## config.mk

```make
export PLATFORM = sky130hd
export DESIGN_NAME = timing_sequencer
export DESIGN_NICKNAME = d
export VERILOG_FILES = /design/src/rtl/timing_sequencer_pkg.sv /design/src/rtl/timing_sequencer_encoder.sv /design/src/rtl/timing_sequencer.sv
export SDC_FILE = /design/constraint.sdc
export NUM_CORES = 1
export LEC_CHECK = 0
export CORE_MARGIN = 10
export CORE_UTILIZATION = 40
export DETAILED_ROUTE_END_ITERATION = 12
export PLACE_DENSITY_LB_ADDON = 0.05
export SLEW_MARGIN = 20
export SYNTH_ARGS = -nofsm -noshare
export SYNTH_HDL_FRONTEND = slang
export SYNTH_SLANG_ARGS = --single-unit
```

## constraint.sdc

```tcl
create_clock -name clk -period 3.5 [get_ports clk]
set_clock_uncertainty 0.15 [all_clocks]
set_input_delay 0.35 -clock clk [delete_from_list [all_inputs] [get_ports clk]]
set_output_delay 0.35 -clock clk [all_outputs]
set_load 0.1 [all_outputs]
```

## src/rtl/timing_sequencer_pkg.sv

```systemverilog
// Shared timing definitions for the control unit sequence counter.
// Used by the sequencer, its encoder and the time decoder.
package timing_sequencer_pkg;

    localparam int SC_W  = 4;
    localparam int T_NUM = 16;

    typedef logic [SC_W-1:0]  tcode_t;
    typedef logic [T_NUM-1:0] tvec_t;

    localparam tcode_t T0  = 4'd0;
    localparam tcode_t T1  = 4'd1;
    localparam tcode_t T2  = 4'd2;
    localparam tcode_t T3  = 4'd3;
    localparam tcode_t T4  = 4'd4;
    localparam tcode_t T5  = 4'd5;
    localparam tcode_t T6  = 4'd6;
    localparam tcode_t T7  = 4'd7;
    localparam tcode_t T8  = 4'd8;
    localparam tcode_t T9  = 4'd9;
    localparam tcode_t T10 = 4'd10;
    localparam tcode_t T11 = 4'd11;
    localparam tcode_t T12 = 4'd12;
    localparam tcode_t T13 = 4'd13;
    localparam tcode_t T14 = 4'd14;
    localparam tcode_t T15 = 4'd15;

    // Next timing state, rolling T15 over to T0.
    function automatic tcode_t tnext(input tcode_t c);
        return c + tcode_t'(1);
    endfunction

endpackage

```

## src/rtl/timing_sequencer_encoder.sv

```systemverilog
// One-hot timing vector to 4-bit timing code (inverse of time decoder).
// valid is set only when exactly one bit of the vector is set.
module onehot_16_to_4_encoder
    import timing_sequencer_pkg::*;
(
    input  logic [T_NUM-1:0] onehot,
    output logic [SC_W-1:0]  code,
    output logic             valid
);

    logic seen;
    logic multi;

    // OR together indices of set bits and track whether more than one is set.
    always_comb begin
        code  = '0;
        seen  = 1'b0;
        multi = 1'b0;
        for (int i = 0; i < T_NUM; i++) begin
            if (onehot[i]) begin
                code = code | tcode_t'(i);
                if (seen) begin
                    multi = 1'b1;
                end
                seen = 1'b1;
            end
        end
        valid = seen & ~multi;
    end

endmodule

```

## src/rtl/timing_sequencer.sv

```systemverilog
// Sequence counter (SC) and start/stop flag (S) of the basic computer.
// Produces the registered timing code for the 4-to-16 time decoder.
module timing_sequencer
    import timing_sequencer_pkg::*;
#(
    parameter logic RESET_RUN = 1'b0
)(
    input  logic             clk,
    input  logic             rst,
    input  logic             start,
    input  logic             hlt,
    input  logic             step,
    input  logic             clr,
    input  logic             ld,
    input  logic [T_NUM-1:0] ld_onehot,
    output logic [SC_W-1:0]  sc,
    output logic             running,
    output logic             wrap,
    output logic             enc_err
);

    tcode_t ld_code;
    logic   ld_code_ok;

    tcode_t sc_d;
    logic   s_d;
    logic   wrap_d;
    logic   enc_err_d;
    logic   ld_valid;
    logic   inc;

    onehot_16_to_4_encoder u_enc (
        .onehot (ld_onehot),
        .code   (ld_code),
        .valid  (ld_code_ok)
    );

    // Next SC by priority clr > valid ld > increment > hold; S by hlt > start.
    always_comb begin
        sc_d      = sc;
        s_d       = running;
        wrap_d    = 1'b0;
        ld_valid  = ld & ld_code_ok;
        enc_err_d = ld & ~ld_code_ok;
        inc       = running | step;

        if (clr) begin
            sc_d = T0;
        end else if (ld_valid) begin
            sc_d = ld_code;
        end else if (inc) begin
            sc_d   = tnext(sc);
            wrap_d = (sc == T15);
        end

        if (hlt) begin
            s_d = 1'b0;
        end else if (start) begin
            s_d = 1'b1;
        end
    end

    // State and pulse registers with synchronous reset.
    always_ff @(posedge clk) begin
        if (rst) begin
            sc      <= T0;
            running <= RESET_RUN;
            wrap    <= 1'b0;
            enc_err <= 1'b0;
        end else begin
            sc      <= sc_d;
            running <= s_d;
            wrap    <= wrap_d;
            enc_err <= enc_err_d;
        end
    end

endmodule

```

# --- Yosys cells after proc, flatten, opt, wreduce, memory -nomap -nowiden ---
# Index checks and enable logic that the tools add are counted.
word_totals:
  register_bits: 7
  input_bits: 23
  elab_cells: 80
classes:
  add_sub_neg: 1
  eq_ne: 1
  mux: 63
  n_bitwise: 7
  n_reduce_logical: 4
op_table:
  columns: ["op", "count"]
  rows:
  - ["$mux W1", 47]
  - ["$mux W4", 10]
  - ["$mux W3", 4]
  - ["$add A4 B1 Y4 const B", 1]
  - ["$eq A4 B4 Y1 const B", 1]
  - ["$mux W2", 2]
  - ["$reduce_or A2 Y1", 2]
  - ["$reduce_or A4 Y1", 1]
  - ["$and A1 B1 Y1", 3]
  - ["$not A1 Y1", 3]
  - ["$reduce_bool A2 Y1", 1]
  - ["$or A1 B1 Y1", 1]

# --- Longest topological paths before layout ---
# Gate-level depths: netlist (run 1).
depth:
  word_depth: 35
  mapped_depth: 5
  depth_no_buf: 5

# --- Cells and area by module ---
# Synthesis (run 1) repeated with hierarchy kept, for this count alone.
unflattened:
  cells_unflattened: 67
  area_unflattened_um2: 535.5
by_module_without_submodules:
  columns: ["mod", "instances", "cells_each", "area_per_inst_um2", "seq_area_each_um2"]
  rows:
  - ["timing_sequencer", 1, 32, 302.8, 140.1]
  - ["onehot_16_to_4_encoder", 1, 35, 232.7, 0.0]

# --- Least setup slack after synthesis (run 1) ---
# OpenSTA, ideal clock, no wires.
synth_timing:
  path_kind: "register to register"
  from: "register sc[0]"
  to: "register sc[1]"
  setup_time_ps: 133
  arrival_ps: 1701
  t_required_ps: 3217
  path_slack_ps: 1516
  path_stages_with_launch: 5
  n_path_buf: 0
  synth_period_minus_slack_ps: 1984
  cell_sequence: "dfxtp_1 -> ha_1 -> mux2_2 -> nand2_1 -> mux2i_1"
synth_between:
  elab_chain_len: 3
synth_rtl:
  columns: ["element", "line", "text"]
  rows:
  - ["from (decl)", "timing_sequencer.sv:16", "output logic [SC_W-1:0] sc,"]
  - ["from (signal assigned)", "timing_sequencer.sv:66", "sc <= T0;"]
  - ["from (signal assigned)", "timing_sequencer.sv:71", "sc <= sc_d;"]
  - ["$add A4 B1 Y4", "timing_sequencer_pkg.sv:30", "return c + tcode_t'(1);"]
  - ["$mux W4", "timing_sequencer.sv:51", "end else if (inc) begin"]
  - ["$mux W4", "timing_sequencer.sv:49", "end else if (ld_valid) begin"]
# Every way passes these cells. The select of a mux whose other input is x is not followed.
# A chain may end at the register's enable or synchronous reset.

# --- Worst setup path in the final report (run 1) ---
layout_timing:
  from: "register sc[0]"
  to: "output sc[0]"
# No word-level cell between the ends.

==> reports/results.ini, run 1 <==
[yosys]
ys.flop_type=dfxtp_1
synthCells=68
ys_seq_area_frac=0.236
synth.most_common_cell=nor2_1
avgSynthCellArea_um2=8.72
ys_ff_latch=7
synth_area_leader_cell=dfxtp_1
synth_async_sr_flop_share=0
synth_top_area_frac=0.236
yosysWarnings=0
netlist_area_um2=593
synth-edff-count=0
synthTopCellsByCount=nor2_1 (8), dfxtp_1 (7), nand2_1 (6)
synth_nets=92
synthTopCellsByArea=dfxtp_1 (24%), nor4_4 (14%), mux2i_1 (5.1%), nor2_1 (5.1%), nand2_1 (3.8%)
ys_types=30

[cells_and_area]
drive_gt1_frac=0.0891
area_growth_pct=56.5
nFillCells=117
fin_cells=116
nets=126
n_antenna_cell=0

[critical_path]
cp_max_fo=4
r2r-start=running$_SDFFE_PP0P_
slowest_stage=clkdlybuf4s50_1
cp-start-kind=flip-flop
r2r_end=sc[1]$_SDFFE_PP0P_
cpLargestDelayFamily=buffers and inverters
cp.arrival_ns=1.82
worstSetupEndpointType=output pin
worst-path-buf-inv=1
r2r_slack_ns=2.16
slowest_delay_ns=1.17
path_cells=clkdlybuf4s50_1
r2r_cells=4
path_class=flip-flop to output pin
critPathRequiredTime_ns=3.00

[timing]
finalSetupTns_ns=0
worstMarginPinSlew_ns=0.982
fmax_mhz=432
setup_viol=0
rsz0062_at_grt=no
period_needed_ns=2.32
min_period_over_period=0.662
hold_viol_final=0
slew-limit-headroom=0.343
slew_viol_final=0

[outcome]
status=completed

[die]
std_cell_rows=13
die_x_um=58.5
die_area_um2=3420
io_pins=30
start_util=0.439
core_region_area_um2=1350
die_h_um=58.5

[grt]
grtUsageTotal=0.105
grt_max_degree=9
grt_pass1_wl_um=2820
antenna_found_initial=0
grt_pass1_vias=641
globalRoute.totalOverflow=0

[route]
postRouteAntennaNets=0
drtPass1Iterations=4
routed_wirelength_um=1840
drc=0
vias=685
viasPerCell=5.91
drtIter0Drc=19
wl_per_cell_um=15.9

[clocking]
cts_buffer_depth=2
post_cts_resized=0
clk_latency_ns=0.25
cts_hold_buf=0
clockRootBuffer=clkbuf_4
cts_tree=yes
htreeDepth=1
clock_sink_count=7
cts_buffers=3
cts.clk_slew.worst_paths_ns=0.05
cts_setup_buffers=0

[min_path]
hold_path_end=wrap$_SDFF_PP0_
hold_start=sc[3]$_SDFFE_PP0P_
min_path_cells=2
hp-class=flip-flop to flip-flop

[pwr]
p_int_uw=162
p_comb_frac=0.338
clockPowerShare=0.308
power_frac_seq=0.354
power_density_nw_per_um2=256
p_leak_uw=0.000302
p_sw_uw=75.7
swShare=0.319
peakVddDrop_mv=0.137

[placement]
gp_congestion=0.861
numPortBuffers=29
hpwl_um=1540
dp.cells=112

[job]
cap_violations=0

==> logic make-up (layout without fill, tap and decap cells) <==
group,count (synthesis),count (layout),synth area share
compound gates,17,17,0.200
xor+xnor,3,3,0.0443
fa+ha+maj,2,2,0.0380
buf+inv,0,33,0
flops,7,7,0.236
mux,4,4,0.0696
simple gates,35,35,0.411
==> cell type report <==
type,count,area (um2),area share
well taps,15,18.8,0.0202
repair buffers,29,290,0.313
multi-input cells,61,453,0.488
flip-flops and latches,7,140,0.151
clock buffers,4,26.3,0.0283
==> cells in the final DEF, fill, tap and decap left out, drive strengths merged, types with 2 or more instances in the layout <==
cell / instances
a21oi: 2
clkbuf: 4
clkdlybuf4s50: 29
dfxtp: 7
mux2i: 3
nand2: 6
nand3: 4
nand4: 2
nor2: 8
nor3: 3
nor4: 6
o21a: 3
o21ai: 5
or4: 3
xnor2: 2
==> layer usage <==
layer / track usage / vias to the layer above / part of all wire
met4: 0.0403 / 0 / 0.0044
met3: 0.0579 / 2 / 0.063
met2: 0.168 / 21 / 0.49
li1: - / 343 / -
met5: 0 / - / 0
met1: 0.112 / 319 / 0.44
==> power by group through the flow <==
stage | clock network, uW | registers, uW | logic, uW
final | 73.1 | 84.0 | 80.2
after global routing | 84.8 | 84.1 | 84.7
after CTS | 77.5 | 83.9 | 80.2
after detailed placement | 0 | 85.5 | 80.0
after global placement | 0 | 85.4 | 79.3
after floorplan | 0 | 101 | 20.3
==> per-stage QoR <==
step / total power, uW / cell area (um2) / hold WS [ns] / util / setup WS (ns)
2_1_floorplan: 121 / 593 / 0.276 / - / 1.52
3_3_place_gp: 165 / 902 / 0.317 / 0.668 / 1.07
3_5_place_dp: 165 / 902 / 0.324 / 0.668 / 1.03
4_1_cts: 242 / 928 / 0.341 / 0.688 / 1.17
5_1_grt: 254 / 928 / 0.363 / 0.688 / 1.12
6_report: 237 / 928 / 0.333 / 0.688 / 1.18
==> worst max path at each step <==
| stage | start | slack (ns) | depth (start not counted) | to |
|---|---|---|---|---|
| after floorplan | sc[0]$_SDFFE_PP0P_ | 1.52 | 4 | sc[1]$_SDFFE_PP0P_ |
| after global placement | ld_onehot[1] | 1.07 | 6 | sc[0]$_SDFFE_PP0P_ |
| after detailed placement | ld_onehot[13] | 1.03 | 6 | sc[0]$_SDFFE_PP0P_ |
| after CTS | sc[0]$_SDFFE_PP0P_ | 1.17 | 1 | sc[0] |
| after global routing | sc[0]$_SDFFE_PP0P_ | 1.12 | 1 | sc[0] |
| final | sc[0]$_SDFFE_PP0P_ | 1.18 | 1 | sc[0] |
==> flip-flops by register name (all words and copies together), names as in the netlist <==
| name | cells |
|---|---|
| wrap | 1 |
| sc | 4 |
| enc_err | 1 |
| running | 1 |
(Power assumes the default switching activity.)
==> run 2: changes to the inputs <==
- CORE_UTILIZATION: 40 -> 38
- clock period: 3.5 -> 2.15 ns (I/O delays scaled with it)
==> run 2 against run 1 <==
Compared with the run above:
- worst setup slack worse by 1.0 ns
- cell area is 6.3% higher
- routed wire length is 1.5% lower
- flip-flop and latch count stayed put
- clock-buffer cell count stayed put
- die area is 3.4% higher
- critical path type is now input pin to flip-flop
- critical endpoint is now sc[2]$_SDFFE_PP0P_
==> reports/results.ini, run 2 (synthesis results as in run 1) <==
[pwr]
clockPowerShare=0.296
p_sw_uw=124
swShare=0.313
power_frac_seq=0.346
finalPower_uw=395
p_leak_uw=0.000364
p_comb_frac=0.358
p_int_uw=272
peakVddDrop_mv=0.188
power_density_nw_per_um2=400

[clocking]
cts_buffers=3
cts_hold_buf=0
clk_latency_ns=0.25
htreeDepth=1
post_cts_resized=0
clockRootBuffer=clkbuf_4
cts_setup_buffers=0
cts_buffer_depth=2
clock_sink_count=7
cts.clk_slew.worst_paths_ns=0.05
cts_tree=yes

[timing]
worstMarginPinSlew_ns=0.473
whs_ns=0.324
rsz0062_at_grt=no
slew-limit-headroom=0.683
setup_viol=0
fin_ws_ns=0.154
min_period_over_period=0.928
slew_viol_final=0
period_needed_ns=2.00
hold_viol_final=0
fmax_mhz=501

[critical_path]
slowest_delay_ns=0.50
cp-start-kind=input pin
cp.arrival_ns=2.02
worstSetupEndpoint=sc[2]$_SDFFE_PP0P_
r2r_slack_ns=0.77
startpoint=ld_onehot[15]
r2r-start=running$_SDFFE_PP0P_
path_cells=clkdlybuf4s50_1 > maj3_1 > o21ai_1 > nand4_1 > nor4_4 > buf_4 > mux2i_1
critical_path_cell_count=7
path_class=input pin to flip-flop
critPathRequiredTime_ns=2.17
r2r_end=sc[1]$_SDFFE_PP0P_
worstSetupEndpointType=flip-flop
r2r_cells=4
cpLargestDelayFamily=buffers and inverters
slowest_stage=clkdlybuf4s50_1
worst-path-buf-inv=2
cp_max_fo=5

[route]
drtPass1Iterations=4
drc=0
vias=725
wl_per_cell_um=14.3
postRouteAntennaNets=0
viasPerCell=5.71
drtIter0Drc=7
routed_wirelength_um=1810

[placement]
numPortBuffers=29
hpwl_um=1590
gp_congestion=0.809
dp.cells=123
place_ws_ns=-0.0761

[die]
start_util=0.398
die_x_um=59.5
std_cell_rows=14
core_region_area_um2=1490
die_h_um=59.5
die_area_um2=3540
io_pins=30

[grt]
globalRoute.totalOverflow=0
grt_pass1_vias=757
grt_pass1_wl_um=3060
grt_max_degree=9
grtUsageTotal=0.106
antenna_found_initial=0

[job]
cap_violations=0

[cells_and_area]
regMostFlops=sc
largest_reg_flops=4
nFillCells=141
layout_commonest_cell=clkdlybuf4s50_1
n_antenna_cell=0
area_growth_pct=66.5
drive_gt1_frac=0.234
fin_cells=127
final_cell_mix=clkdlybuf4s50_1 (22), buf_4 (17), nor2_1 (8)
nets=136

[outcome]
status=completed

[min_path]
hp-class=flip-flop to flip-flop

-- run 2: changes by cell type in the layout (fill, tap and decap cells not counted), sizes merged --
cell	previous run	this run
buf	0	17
clkdlybuf4s50	29	22
-- run 2: layer usage --
layer	GRT usage	vias up	share of wire
met2	0.184	23	0.50
li1	-	362	-
met4	0.0673	0	0.016
met5	0	-	0
met3	0.0300	4	0.059
met1	0.108	336	0.42
-- run 2: through the flow --
| stage | area (um2) | setup TNS (ns) | utilization |
|---|---|---|---|
| after floorplan | 593 | 0 | - |
| after global placement | 961 | -0.141 | 0.645 |
| after detailed placement | 961 | -0.263 | 0.645 |
| after CTS | 987 | 0 | 0.663 |
| after global routing | 987 | 0 | 0.663 |
| final | 987 | 0 | 0.663 |
-- run 2: power by group through the flow --
stage | registers, uW | logic (uW) | clock network, uW
floorplan | 164 | 33.1 | 0
finish | 137 | 141 | 117
CTS | 137 | 142 | 121
global route | 137 | 151 | 127
global placement | 139 | 139 | 0
detailed placement | 139 | 142 | 0
-- run 2: area by class of cell --
cell class / count / area, um2 / area share
multi-input combinational: 61 / 453 / 0.459
tap: 16 / 20.0 / 0.0203
sequential: 7 / 140 / 0.142
clock buffer: 4 / 26.3 / 0.0266
timing repair buffer: 39 / 348 / 0.352
-- run 2: tightest hold or removal path: cells and delay by family, from the launching register on --
| family | cells | cell delay (ns) |
|---|---|---|
| and+or+nand+nor | 2 | 0.11 |
| DFF | 1 | 0.33 |
-- run 2: worst min-delay path by stage --
| stage | from | to | depth (start not counted) | slack, ns |
|---|---|---|---|---|
| final | sc[3]$_SDFFE_PP0P_ | wrap$_SDFF_PP0_ | 2 | 0.32 |
| after floorplan | rst | enc_err$_SDFF_PP0_ | 1 | 0.14 |
| after CTS | sc[3]$_SDFFE_PP0P_ | wrap$_SDFF_PP0_ | 2 | 0.33 |
| after global placement | sc[3]$_SDFFE_PP0P_ | wrap$_SDFF_PP0_ | 2 | 0.33 |
| after detailed placement | sc[3]$_SDFFE_PP0P_ | wrap$_SDFF_PP0_ | 2 | 0.32 |
| after global routing | sc[3]$_SDFFE_PP0P_ | wrap$_SDFF_PP0_ | 2 | 0.36 |
==> run 3: changes to the inputs <==
- CTS_CLUSTER_SIZE: default -> 25
- SLEW_MARGIN: 20 -> default
==> results of run 3 <==
Same layout as run 2: the final DEF is identical, and so are final timing and power.
